[src/rtl/adder_result_collector.sv]
// Collects the adder core limb stream into the destination register file
// and reports the normalized precision of each result.
module adder_result_collector #(
    parameter int unsigned g_data_width = 64,
    parameter int unsigned g_addr_width = 9,
    parameter int unsigned g_ctrl_width = 8
) (
    input  logic                    r_clk,
    input  logic                    r_rst,
    input  logic [g_ctrl_width-1:0] pi_ctrl,
    input  logic                    pi_ctrl_valid_n,
    input  logic [g_data_width-1:0] pi_data_lo,
    input  logic [g_data_width-1:0] pi_data_up,
    input  logic                    pi_data_wr_en,
    input  logic                    pi_data_last,
    input  logic [1:0]              pi_data_zero,
    output logic [g_addr_width-1:0] po_mem_addr,
    output logic [g_data_width-1:0] po_mem_data_main,
    output logic                    po_mem_wr_en_main,
    output logic [g_data_width-1:0] po_mem_data_ext,
    output logic                    po_mem_wr_en_ext,
    output logic [g_addr_width:0]   po_size_main,
    output logic [g_addr_width:0]   po_size_ext,
    output logic                    po_done,
    output logic                    po_busy,
    output logic                    po_overflow,
    output logic                    po_protocol_err
);

    localparam int unsigned CNT_W   = g_addr_width + 1;
    localparam int unsigned EXT_BIT = 7;
    localparam logic [CNT_W-1:0] DEPTH = {1'b1, {g_addr_width{1'b0}}};
    localparam logic [CNT_W-1:0] ONE   = CNT_W'(1);

    typedef enum logic [1:0] {
        S_IDLE,
        S_ARMED,
        S_COLLECT,
        S_DONE
    } state_t;

    state_t           state;
    state_t           state_nx;
    logic             arm;
    logic             beat;
    logic             wr;
    logic             ext_en;
    logic [CNT_W-1:0] cnt;
    logic [CNT_W-1:0] nz_main;
    logic [CNT_W-1:0] nz_ext;
    logic [CNT_W-1:0] nz_main_nx;
    logic [CNT_W-1:0] nz_ext_nx;
    logic             ctrl_unused;

    // Reserved control bits carry no meaning here.
    assign ctrl_unused = ^pi_ctrl[EXT_BIT-1:0];

    // State register.
    always_ff @(posedge r_clk) begin
        if (r_rst) state <= S_IDLE;
        else       state <= state_nx;
    end

    // Next state, beat qualification and last-non-zero tracking.
    always_comb begin
        state_nx   = state;
        arm        = 1'b0;
        beat       = 1'b0;
        case (state)
            S_IDLE: begin
                if (!pi_ctrl_valid_n) begin
                    arm      = 1'b1;
                    state_nx = S_ARMED;
                end
            end
            S_ARMED: begin
                if (pi_data_wr_en) begin
                    beat     = 1'b1;
                    state_nx = pi_data_last ? S_DONE : S_COLLECT;
                end
            end
            S_COLLECT: begin
                if (pi_data_wr_en) begin
                    beat = 1'b1;
                    if (pi_data_last) state_nx = S_DONE;
                end
            end
            S_DONE:  state_nx = S_IDLE;
            default: state_nx = S_IDLE;
        endcase
        // Beats past the memory depth are consumed but never written.
        wr         = beat && (cnt != DEPTH);
        nz_main_nx = (wr && !pi_data_zero[0]) ? cnt + ONE : nz_main;
        nz_ext_nx  = (wr && ext_en && !pi_data_zero[1]) ? cnt + ONE : nz_ext;
    end

    // Write port, counters, size reporting and status flags.
    always_ff @(posedge r_clk) begin
        if (r_rst) begin
            po_mem_addr       <= '0;
            po_mem_data_main  <= '0;
            po_mem_data_ext   <= '0;
            po_mem_wr_en_main <= 1'b0;
            po_mem_wr_en_ext  <= 1'b0;
            po_size_main      <= '0;
            po_size_ext       <= '0;
            po_done           <= 1'b0;
            po_busy           <= 1'b0;
            po_overflow       <= 1'b0;
            po_protocol_err   <= 1'b0;
            ext_en            <= 1'b0;
            cnt               <= '0;
            nz_main           <= '0;
            nz_ext            <= '0;
        end else begin
            po_mem_wr_en_main <= wr;
            po_mem_wr_en_ext  <= wr && ext_en;
            po_done           <= beat && pi_data_last;
            po_busy           <= (state_nx == S_ARMED) || (state_nx == S_COLLECT);
            if (wr) begin
                po_mem_addr      <= cnt[g_addr_width-1:0];
                po_mem_data_main <= pi_data_lo;
                po_mem_data_ext  <= pi_data_up;
            end
            if (arm) begin
                ext_en       <= pi_ctrl[EXT_BIT];
                cnt          <= '0;
                nz_main      <= '0;
                nz_ext       <= '0;
                po_size_main <= '0;
                po_size_ext  <= '0;
                po_overflow  <= 1'b0;
            end else if (beat) begin
                if (wr) cnt <= cnt + ONE;
                else    po_overflow <= 1'b1;
                nz_main <= nz_main_nx;
                nz_ext  <= nz_ext_nx;
                if (pi_data_last) begin
                    // An all-zero result still occupies one limb.
                    po_size_main <= (nz_main_nx == '0) ? ONE : nz_main_nx;
                    if (ext_en) po_size_ext <= (nz_ext_nx == '0) ? ONE : nz_ext_nx;
                    else        po_size_ext <= '0;
                end
            end
            if ((state == S_IDLE) && pi_data_wr_en) po_protocol_err <= 1'b1;
        end
    end

endmodule

[config.mk]
export PLATFORM = sky130hd
export DESIGN_NAME = adder_result_collector
export DESIGN_NICKNAME = d
export VERILOG_FILES = /design/src/rtl/adder_result_collector.sv
export SDC_FILE = /design/constraint.sdc
export NUM_CORES = 1
export LEC_CHECK = 0
export BUFFER_PORTS_ARGS = -buffer_cell sky130_fd_sc_hd__buf_4
export CELL_PAD_IN_SITES_DETAIL_PLACEMENT = 0
export CELL_PAD_IN_SITES_GLOBAL_PLACEMENT = 1
export CORE_ASPECT_RATIO = 1.2
export CORE_UTILIZATION = 30
export DETAILED_ROUTE_END_ITERATION = 10
export GPL_ROUTABILITY_DRIVEN = 0
export PLACE_DENSITY = 0.75
export SKIP_LAST_GASP = 1
export SLEW_MARGIN = 20
export SYNTH_ARGS = -nofsm -noshare
export SYNTH_HDL_FRONTEND = slang
export SYNTH_SLANG_ARGS = --single-unit
[constraint.sdc]
create_clock -name r_clk -period 2 [get_ports r_clk]
set_input_delay 0.1 -clock r_clk [delete_from_list [all_inputs] [get_ports r_clk]]
set_output_delay 0.1 -clock r_clk [all_outputs]
set_load 0.03 [all_outputs]
==> implementation parameters, run 1 <==
Parameter                              Value

Power
  Peak supply drop ... 0.582 mV
  Pwr/cell area ... 856 mW/mm2
  Leakage ... 5.17 nW

Worst setup path
  End of the critical path ... po_size_ext[0]$_SDFFE_PP0P_
  Depth of the worst register-to-register path ... 6
  Endpoint of the lowest-slack register-to-register path ... po_size_ext[0]$_SDFFE_PP0P_
  Critical path startpoint category ... register
  Capturing element type of the critical path ... register
  Worst setup startpoint ... cnt[0]$_SDFFE_PP0P_
  Critical Path Fanout Max ... 6
  Critical Path AT ... 2.38 ns
  Crit path kind ... reg2reg
  Startpoint of the worst-slack reg-to-reg timing path ... cnt[0]$_SDFFE_PP0P_
  Required time worst endpoint ... 2.37 ns
  Register-to-register setup slack ... -0.01 ns

Die
  Core footprint ... 0.0234 mm2
  I/O pins ... 306
  Die outline height ... 172 um
  Die footprint ... 0.0248 mm2
  Horizontal die dimension ... 144 um
  Placement row count ... 61
  Initial Util ... 0.309

STA
  Count of endpoints failing setup in the final report ... 2
  Final cycle utilization of the critical path ... 1.01
  Setup slack of the critical path after layout ... -0.0120 ns
  RSZ-0062 raised after global routing ... true
  Final Hold Viols ... 0
  Clock skew after layout ... 0.0176 ns
  Worst hold-check slack ... 0.0965 ns
  Worst slew slack as a fraction of its limit ... 0.480
  Slew of the pin with the lowest slew margin ... 0.780 ns
  Fmax ... 497 MHz
  Fin. max-slew vios ... 0
  Final critical path time including I/O delays and setup ... 2.01 ns

Detailed routing
  Met2 layer wire length in the routed design ... 12.5 mm
  Remaining antenna violation count ... 0
  Detailed-route DRC error count ... 0
  Met3 Routed Length ... 1.75 mm
  Routed wirelength normalized by instance count ... 14.8 um
  DRT Wirelength ... 24.6 mm
  Count of routing violations after the opening detailed-route iteration ... 296
  Drt via density ... 4.48
  1st-pass router iterations ... 5
  Met1 layer wirelength in the final routing ... 10.0 mm
  Via count ... 7476
  Highest metal layer with signal wires ... met4

Finish
  Utilization after layout ... 0.529
  Area used by sequential logic in the layout ... 0.00393 mm2
  Layout cells sized above 1 ... 0.323
  Fill cell total of the finished layout ... 2216
  Post-layout instance area ... 0.0124 mm2
  Area added between synthesis and finish ... 71.1%
  NumNets Final ... 1487
  Area of the multi-input gates ... 0.00312 mm2

Global routing
  First-pass GRT wire length ... 34.6 mm
  GRT Total Usage ... 0.178
  Vias in the first global route ... 6908
  Initial antenna violation count ... 1
  Total overflow reported by the global router ... 0
  Pin count of the biggest net entering global routing ... 145

Yosys
  Mean instance size in the synthesized netlist ... 8.15 um2
  Part of the Yosys area used for sequential elements ... 0.541
  Prevailing post-synth register cell ... sky130_fd_sc_hd__dfxtp_1
  Biggest area consumer among synthesized cells ... sky130_fd_sc_hd__dfxtp_1
  Largest cells by area after synthesis ... sky130_fd_sc_hd__dfxtp_1 (54%), sky130_fd_sc_hd__nand2_1 (16%), sky130_fd_sc_hd__a21oi_1 (10%), sky130_fd_sc_hd__nor2_1 (2.6%), sky130_fd_sc_hd__clkbuf_1 (1.8%)
  Number of distinct standard cells referenced by the synthesized netlist ... 50
  Share of synthesized registers carrying an async set or reset ... 0
  Number of warnings printed during yosys synthesis ... 0
  Number of standard cells after synthesis ... 890
  Share of the synthesized area in the top cell type ... 0.541
  Number of enable flip-flop cells after synthesis ... 0
  Number of synthesized register bits ... 196
  Syn Nets ... 1039
  Synthesized cell area ... 0.00725 mm2

Clocking
  Clock transition at the registers of the reported paths ... 0.08 ns
  Number of buffers added by the clock tree synthesis step ... 17
  TritonCTS clock tree ... done
  Buffer levels on the longest clock path ... 2
  Worst-skew pair later-pin latency ... 0.44 ns
  CTS sink count ... 196
  Clk Tree Root Cell ... sky130_fd_sc_hd__clkbuf_16
  Number of levels in the clock H-tree ... 4

Placed design
  Hpwl dp ... 15.2 mm
  Number of port buffers ... 298
  Area post-placement ... 0.0101 mm2

Worst hold path
  Worst min path class ... in2reg

Job
  # Max-Cap Violations ... 0

Run status
  Violations in the final reports ... setup timing
  Result of the run ... complete, but fails checks
-- routing by layer --
layer / vias to the layer above / track usage
met4: 0 / 0.0495
met1: 3398 / 0.210
met2: 241 / 0.310
li1: 3819 / -
met3: 18 / 0.0554
met5: - / 0
-- logic make-up (layout without fill, tap and decap cells) --
logic type | count (synthesis) | after routing | synth area share
compound gates | 191 | 191 | 0.143
xor+xnor | 12 | 12 | 0.0145
fa+ha+maj | 6 | 6 | 0.0104
buf+inv | 73 | 532 | 0.0466
flops | 196 | 196 | 0.541
mux | 13 | 13 | 0.0183
other cells | 0 | 1 | 0
simple gates | 399 | 401 | 0.226
-- power by group --
part | total (mW) | switching [mW] | internal, mW
clock network | 3.47 | 1.69 | 1.78
registers | 4.32 | 0.144 | 4.17
logic | 2.83 | 1.56 | 1.27
-- sequential cells by signal (all words and copies together), names as in the netlist --
signal,count
po_size_ext,10
state,2
po_mem_data_ext,64
po_overflow,1
po_mem_addr,9
po_done,1
po_mem_data_main,64
po_size_main,10
cnt,10
nz_ext,10
po_protocol_err,1
po_mem_wr_en_main,1
po_busy,1
nz_main,10
ext_en,1
po_mem_wr_en_ext,1
-- stage by stage --
stage,setup slack [ns],power [mW],std cells,setup TNS [ns]
floorplan,0.00245,5.72,890,0
global placement,0.0127,6.71,1484,0
detailed placement,-0.0471,6.73,1484,-0.699
CTS,-0.0156,10.5,1649,-0.0277
global route,-0.0509,11.1,1667,-0.158
finish,-0.0120,10.6,1667,-0.0122
-- synth_stat cells, types with 2 or more instances --
library cell,count
sky130_fd_sc_hd__nor4_1,4
sky130_fd_sc_hd__a31oi_2,2
sky130_fd_sc_hd__nand4_1,2
sky130_fd_sc_hd__a211oi_1,4
sky130_fd_sc_hd__or3_1,4
sky130_fd_sc_hd__mux2i_1,11
sky130_fd_sc_hd__mux2_2,2
sky130_fd_sc_hd__a211o_1,2
sky130_fd_sc_hd__ha_1,6
sky130_fd_sc_hd__and4_1,2
sky130_fd_sc_hd__buf_2,17
sky130_fd_sc_hd__nand2b_1,2
sky130_fd_sc_hd__nor2b_1,8
sky130_fd_sc_hd__xor2_1,7
sky130_fd_sc_hd__nand2_1,301
sky130_fd_sc_hd__o21a_1,2
sky130_fd_sc_hd__inv_1,7
sky130_fd_sc_hd__nor2_1,51
sky130_fd_sc_hd__clkbuf_1,35
sky130_fd_sc_hd__a2bb2oi_1,2
sky130_fd_sc_hd__a21oi_1,152
sky130_fd_sc_hd__a22o_1,2
sky130_fd_sc_hd__a32oi_1,2
sky130_fd_sc_hd__nor3_1,6
sky130_fd_sc_hd__buf_6,2
sky130_fd_sc_hd__buf_1,4
sky130_fd_sc_hd__and3_1,3
sky130_fd_sc_hd__a31oi_1,4
sky130_fd_sc_hd__dfxtp_1,196
sky130_fd_sc_hd__o21ai_0,14
sky130_fd_sc_hd__nand3_1,4
sky130_fd_sc_hd__and2_1,2
sky130_fd_sc_hd__xnor2_1,5
sky130_fd_sc_hd__buf_4,7
-- layout by cell type, fill, tap and decap left out, drive strengths merged, types with 2 or more instances in the layout --
cell	instances
a211o	2
nor4	4
a31oi	6
a2bb2oi	2
inv	14
dfxtp	196
and3	3
ha	6
buf	356
a21oi	152
nor2b	8
dlygate4sd3	130
o21a	2
nor2	52
or3	4
mux2	2
or2	4
nand2	301
nand3	4
o21ai	15
clkinv	6
a32oi	2
nand2b	2
a22o	2
and4	2
nand4	2
a211oi	4
clkbuf	24
nor3	7
xor2	7
nor4b	2
xnor2	5
and2	2
mux2i	11
-- worst min-delay path by stage --
stage                     from                                to  slack [ns]  depth (start not counted)
2_1_floorplan   pi_data_up[14]  po_mem_data_ext[14]$_SDFFE_PP0N_        0.24                          2
3_3_place_gp    pi_data_up[32]  po_mem_data_ext[32]$_SDFFE_PP0N_        0.35                          3
3_5_place_dp    pi_data_up[58]  po_mem_data_ext[58]$_SDFFE_PP0N_        0.35                          3
4_1_cts        pi_ctrl_valid_n               ext_en$_SDFFE_PP0P_        0.05                          4
5_1_grt        pi_ctrl_valid_n               state[1]$_SDFF_PP0_        0.14                          3
6_report       pi_ctrl_valid_n               ext_en$_SDFFE_PP0P_         0.1                          4
-- worst max-delay path, cell delays in order, from the launching register on --
cell and delay (ns):
sky130_fd_sc_hd__dfxtp_4 0.37, sky130_fd_sc_hd__ha_1 0.27, sky130_fd_sc_hd__nor4_1 0.26, sky130_fd_sc_hd__a31oi_1 0.11, sky130_fd_sc_hd__or4b_4 0.54, sky130_fd_sc_hd__o31a_1 0.30
sky130_fd_sc_hd__o21ai_1 0.10
-- cell type report --
| cell class | count | area share |
|---|---|---|
| Timing Repair Buffer | 493 | 0.349 |
| Sequential cell | 196 | 0.317 |
| Multi-Input combinational cell | 623 | 0.251 |
| Clock buffer | 17 | 0.0343 |
| Tap cell | 315 | 0.0318 |
| Clock inverter | 15 | 0.0136 |
| Inverter | 7 | 0.00232 |
| Antenna cell | 1 | 0.000202 |
-- what timing repair did --
| action | in CTS | in global routing |
|---|---|---|
| gates cloned | 1 | 11 |
| endpoints found under the hold margin | 130 | 0 |
| setup buffers | 2 | 6 |
| pin swaps | 1 | 7 |
| hold buffers | 130 | 0 |
| gates resized for setup | 4 | 39 |
| setup endpoints to repair | 114 | 160 |
(Power assumes the default switching activity.)
==> inputs of run 2 (changes only) <==
--- a/config.mk
+++ b/config.mk
@@ -5,12 +5,12 @@
 export SDC_FILE = /design/constraint.sdc
 export NUM_CORES = 1
 export LEC_CHECK = 0
-export BUFFER_PORTS_ARGS = -buffer_cell sky130_fd_sc_hd__buf_4
 export CELL_PAD_IN_SITES_DETAIL_PLACEMENT = 0
 export CELL_PAD_IN_SITES_GLOBAL_PLACEMENT = 1
 export CORE_ASPECT_RATIO = 1.2
-export CORE_UTILIZATION = 30
+export CORE_UTILIZATION = 40
 export DETAILED_ROUTE_END_ITERATION = 10
+export DONT_BUFFER_PORTS = 1
 export GPL_ROUTABILITY_DRIVEN = 0
 export PLACE_DENSITY = 0.75
 export SKIP_LAST_GASP = 1
==> implementation parameters, run 2 (synthesis gave the netlist of run 1 again) <==
Parameter                              Value

Run status
  Result of the run ... complete, but fails checks
  Violations in the final reports ... DRC, hold timing

Finish
  Layout Cells excl Fill ... 1168 (-30%)
  Area added between synthesis and finish ... 22.8%
  Post-layout instance area ... 0.00890 mm2 (-28%)
  Layout cells sized above 1 ... 0.143 (-0.179)
  Commonest cells after routing, fill and taps aside ... sky130_fd_sc_hd__nand2_1 (301), sky130_fd_sc_hd__dfxtp_1 (189), sky130_fd_sc_hd__a21oi_1 (150)
  NumNets Final ... 1085 (-27%)
  Most common library cell in the layout ignoring fill and taps ... sky130_fd_sc_hd__nand2_1
  Utilization after layout ... 0.505 (-0.0248)
  Largest registers in the final layout ... po_mem_data_ext x64, po_mem_data_main x64
  Fill cell total of the finished layout ... 1698 (-23%)
  Antenna Diode Count ... 0 (-1)

STA
  Fmax ... 510 MHz (+2.7%)
  Worst slew slack as a fraction of its limit ... 0.721 (+0.241)
  Final Hold Viols ... 140 (+140)
  Final cycle utilization of the critical path ... 0.980 (-0.0261)
  Final critical path time including I/O delays and setup ... 1.96 ns (-0.0522 ns)
  RSZ-0062 raised after global routing ... true
  Slew of the pin with the lowest slew margin ... 0.418 ns (-0.362 ns)
  Clock skew after layout ... 0.0113 ns (-0.00631 ns)
  Fin. max-slew vios ... 0 (unchanged)
  Count of endpoints failing setup in the final report ... 0 (-2)
  Worst hold-check slack ... -0.263 ns (-0.360 ns)

Power
  Pwr/cell area ... 1090 mW/mm2 (+27%)
  Total power ... 9.70 mW (-8.7%)
  Peak supply drop ... 0.519 mV (-11%)
  Leakage ... 3.20 nW (-38%)

Worst setup path
  Critical Path AT ... 2.32 ns (-0.06 ns)
  Critical path startpoint category ... register
  Required time worst endpoint ... 2.36 ns (about the same)
  Critical Path Fanout Max ... 6 (unchanged)
  Capturing element type of the critical path ... register
  Crit path kind ... reg2reg

Global routing
  Vias in the first global route ... 5523 (-20%)
  First-pass GRT wire length ... 28.7 mm (-17%)
  Pin count of the biggest net entering global routing ... 146 (+0.69%)
  Initial antenna violation count ... 0 (-1)
  GRT Total Usage ... 0.196 (+0.0177)
  Global-route met3 utilization ... 0.0644 (+0.00897)
  Met1 demand-to-capacity share in global routing ... 0.221 (+0.0115)
  Fraction of met2 tracks used by global routing ... 0.337 (+0.0272)
  Most used routing layer in global routing ... met2
  Total overflow reported by the global router ... 0 (unchanged)

Clocking
  TritonCTS clock tree ... done
  Number of buffers added by the clock tree synthesis step ... 17 (unchanged)
  Clock transition at the registers of the reported paths ... 0.07 ns (about the same)
  Number of levels in the clock H-tree ... 4 (unchanged)
  Clk Tree Root Cell ... sky130_fd_sc_hd__clkbuf_16
  Worst-skew pair later-pin latency ... 0.43 ns (about the same)
  Buffer levels on the longest clock path ... 2 (unchanged)
  CTS sink count ... 196 (unchanged)

Detailed routing
  DRT Wirelength ... 19.5 mm (-21%)
  Routed wirelength normalized by instance count ... 16.7 um (+13%)
  Via count ... 5995 (-20%)
  Remaining antenna violation count ... 0 (unchanged)
  1st-pass router iterations ... 8 (+3)
  Drt via density ... 5.13 (+14%)
  Detailed-route DRC error count ... 28 (+28)
  Count of routing violations after the opening detailed-route iteration ... 288 (-2.7%)

Placed design
  Hpwl dp ... 13.0 mm (-14%)
  Number of port buffers ... 0 (-100%)
  Area post-placement ... 0.00779 mm2 (-23%)
  Dpl cells ... 1100 (-26%)

Job
  # Max-Cap Violations ... 0 (unchanged)

Worst hold path
  Worst min path class ... in2reg

Die
  Horizontal die dimension ... 125 um (-13%)
  Core footprint ... 0.0176 mm2 (-25%)
  Initial Util ... 0.411 (+0.102)
  Placement row count ... 53 (-13%)
  Die outline height ... 149 um (-13%)
  Die footprint ... 0.0187 mm2 (-25%)
  I/O pins ... 306 (unchanged)
## run 2: cell count changes in the layout (fill, tap and decap cells not counted), sizes merged, moves of 2 or more
cell,delta
inv,-3
clkbuf,-2
buf,-289
dlygate4sd3,-108
bufinv,+2
clkinv,-2
## run 2: final timing paths
path / slack [ns] / from / cells after the start / endpoint
setup / recovery: 0.04 / cnt[1]$_SDFFE_PP0P_ / 9 / po_size_ext[9]$_SDFFE_PP0P_
hold reg to reg: 0.54 / nz_main[6]$_SDFFE_PP0P_ / 2 / nz_main[6]$_SDFFE_PP0P_
setup reg to reg: 0.04 / cnt[1]$_SDFFE_PP0P_ / 9 / po_size_ext[9]$_SDFFE_PP0P_
hold / removal: -0.26 / r_rst / 1 / po_mem_data_main[43]$_SDFFE_PP0N_
## run 2: area by class of cell
cell class	instances	area (um2)	share of cell area
clock inverter	12	153	0.0171
inverter	7	26.3	0.00295
multi-input combinational	622	3110	0.350
timing repair buffer	92	967	0.109
sequential	196	3940	0.442
tap	220	275	0.0309
clock buffer	19	433	0.0486
## run 2: repair_timing
item                                    in CTS  in global routing
setup buffers                                2                  9
hold buffers                                10                 12
resized for setup                            4                 31
hold endpoints to repair                   146                141
pin swaps                                    0                  3
gates cloned                                 0                  4
endpoints found under the setup margin      11                150
## run 2: worst max-delay path: stages (launching register included)
cell	delay [ns]
sky130_fd_sc_hd__dfxtp_4	0.37
sky130_fd_sc_hd__inv_1	0.05
sky130_fd_sc_hd__ha_1	0.14
sky130_fd_sc_hd__nor4b_4	0.23
sky130_fd_sc_hd__buf_4	0.18
sky130_fd_sc_hd__a31oi_4	0.10
sky130_fd_sc_hd__buf_4	0.18
sky130_fd_sc_hd__and2_1	0.16
sky130_fd_sc_hd__or3_1	0.34
sky130_fd_sc_hd__a21oi_1	0.14
## run 2: metal layers
layer | share of wire | wire [um]
met1 | 0.40 | 7810
met2 | 0.50 | 9810
met3 | 0.076 | 1470
met4 | 0.020 | 391
met5 | 0 | 0
## run 2: through the flow
stage	TNS, ns	setup WS (ns)
after floorplan	0	0.00245
after global placement	-0.0598	-0.0469
after detailed placement	-0.104	-0.0581
after CTS	-0.134	-0.0535
after global routing	-0.284	-0.0352
final	0	0.0402
## run 2: power breakdown
group	switching (mW)	leakage, nW	internal (mW)
clock	1.50	0.288	1.97
sequential	0.689	1.59	4.18
combinational	0.735	1.32	0.629
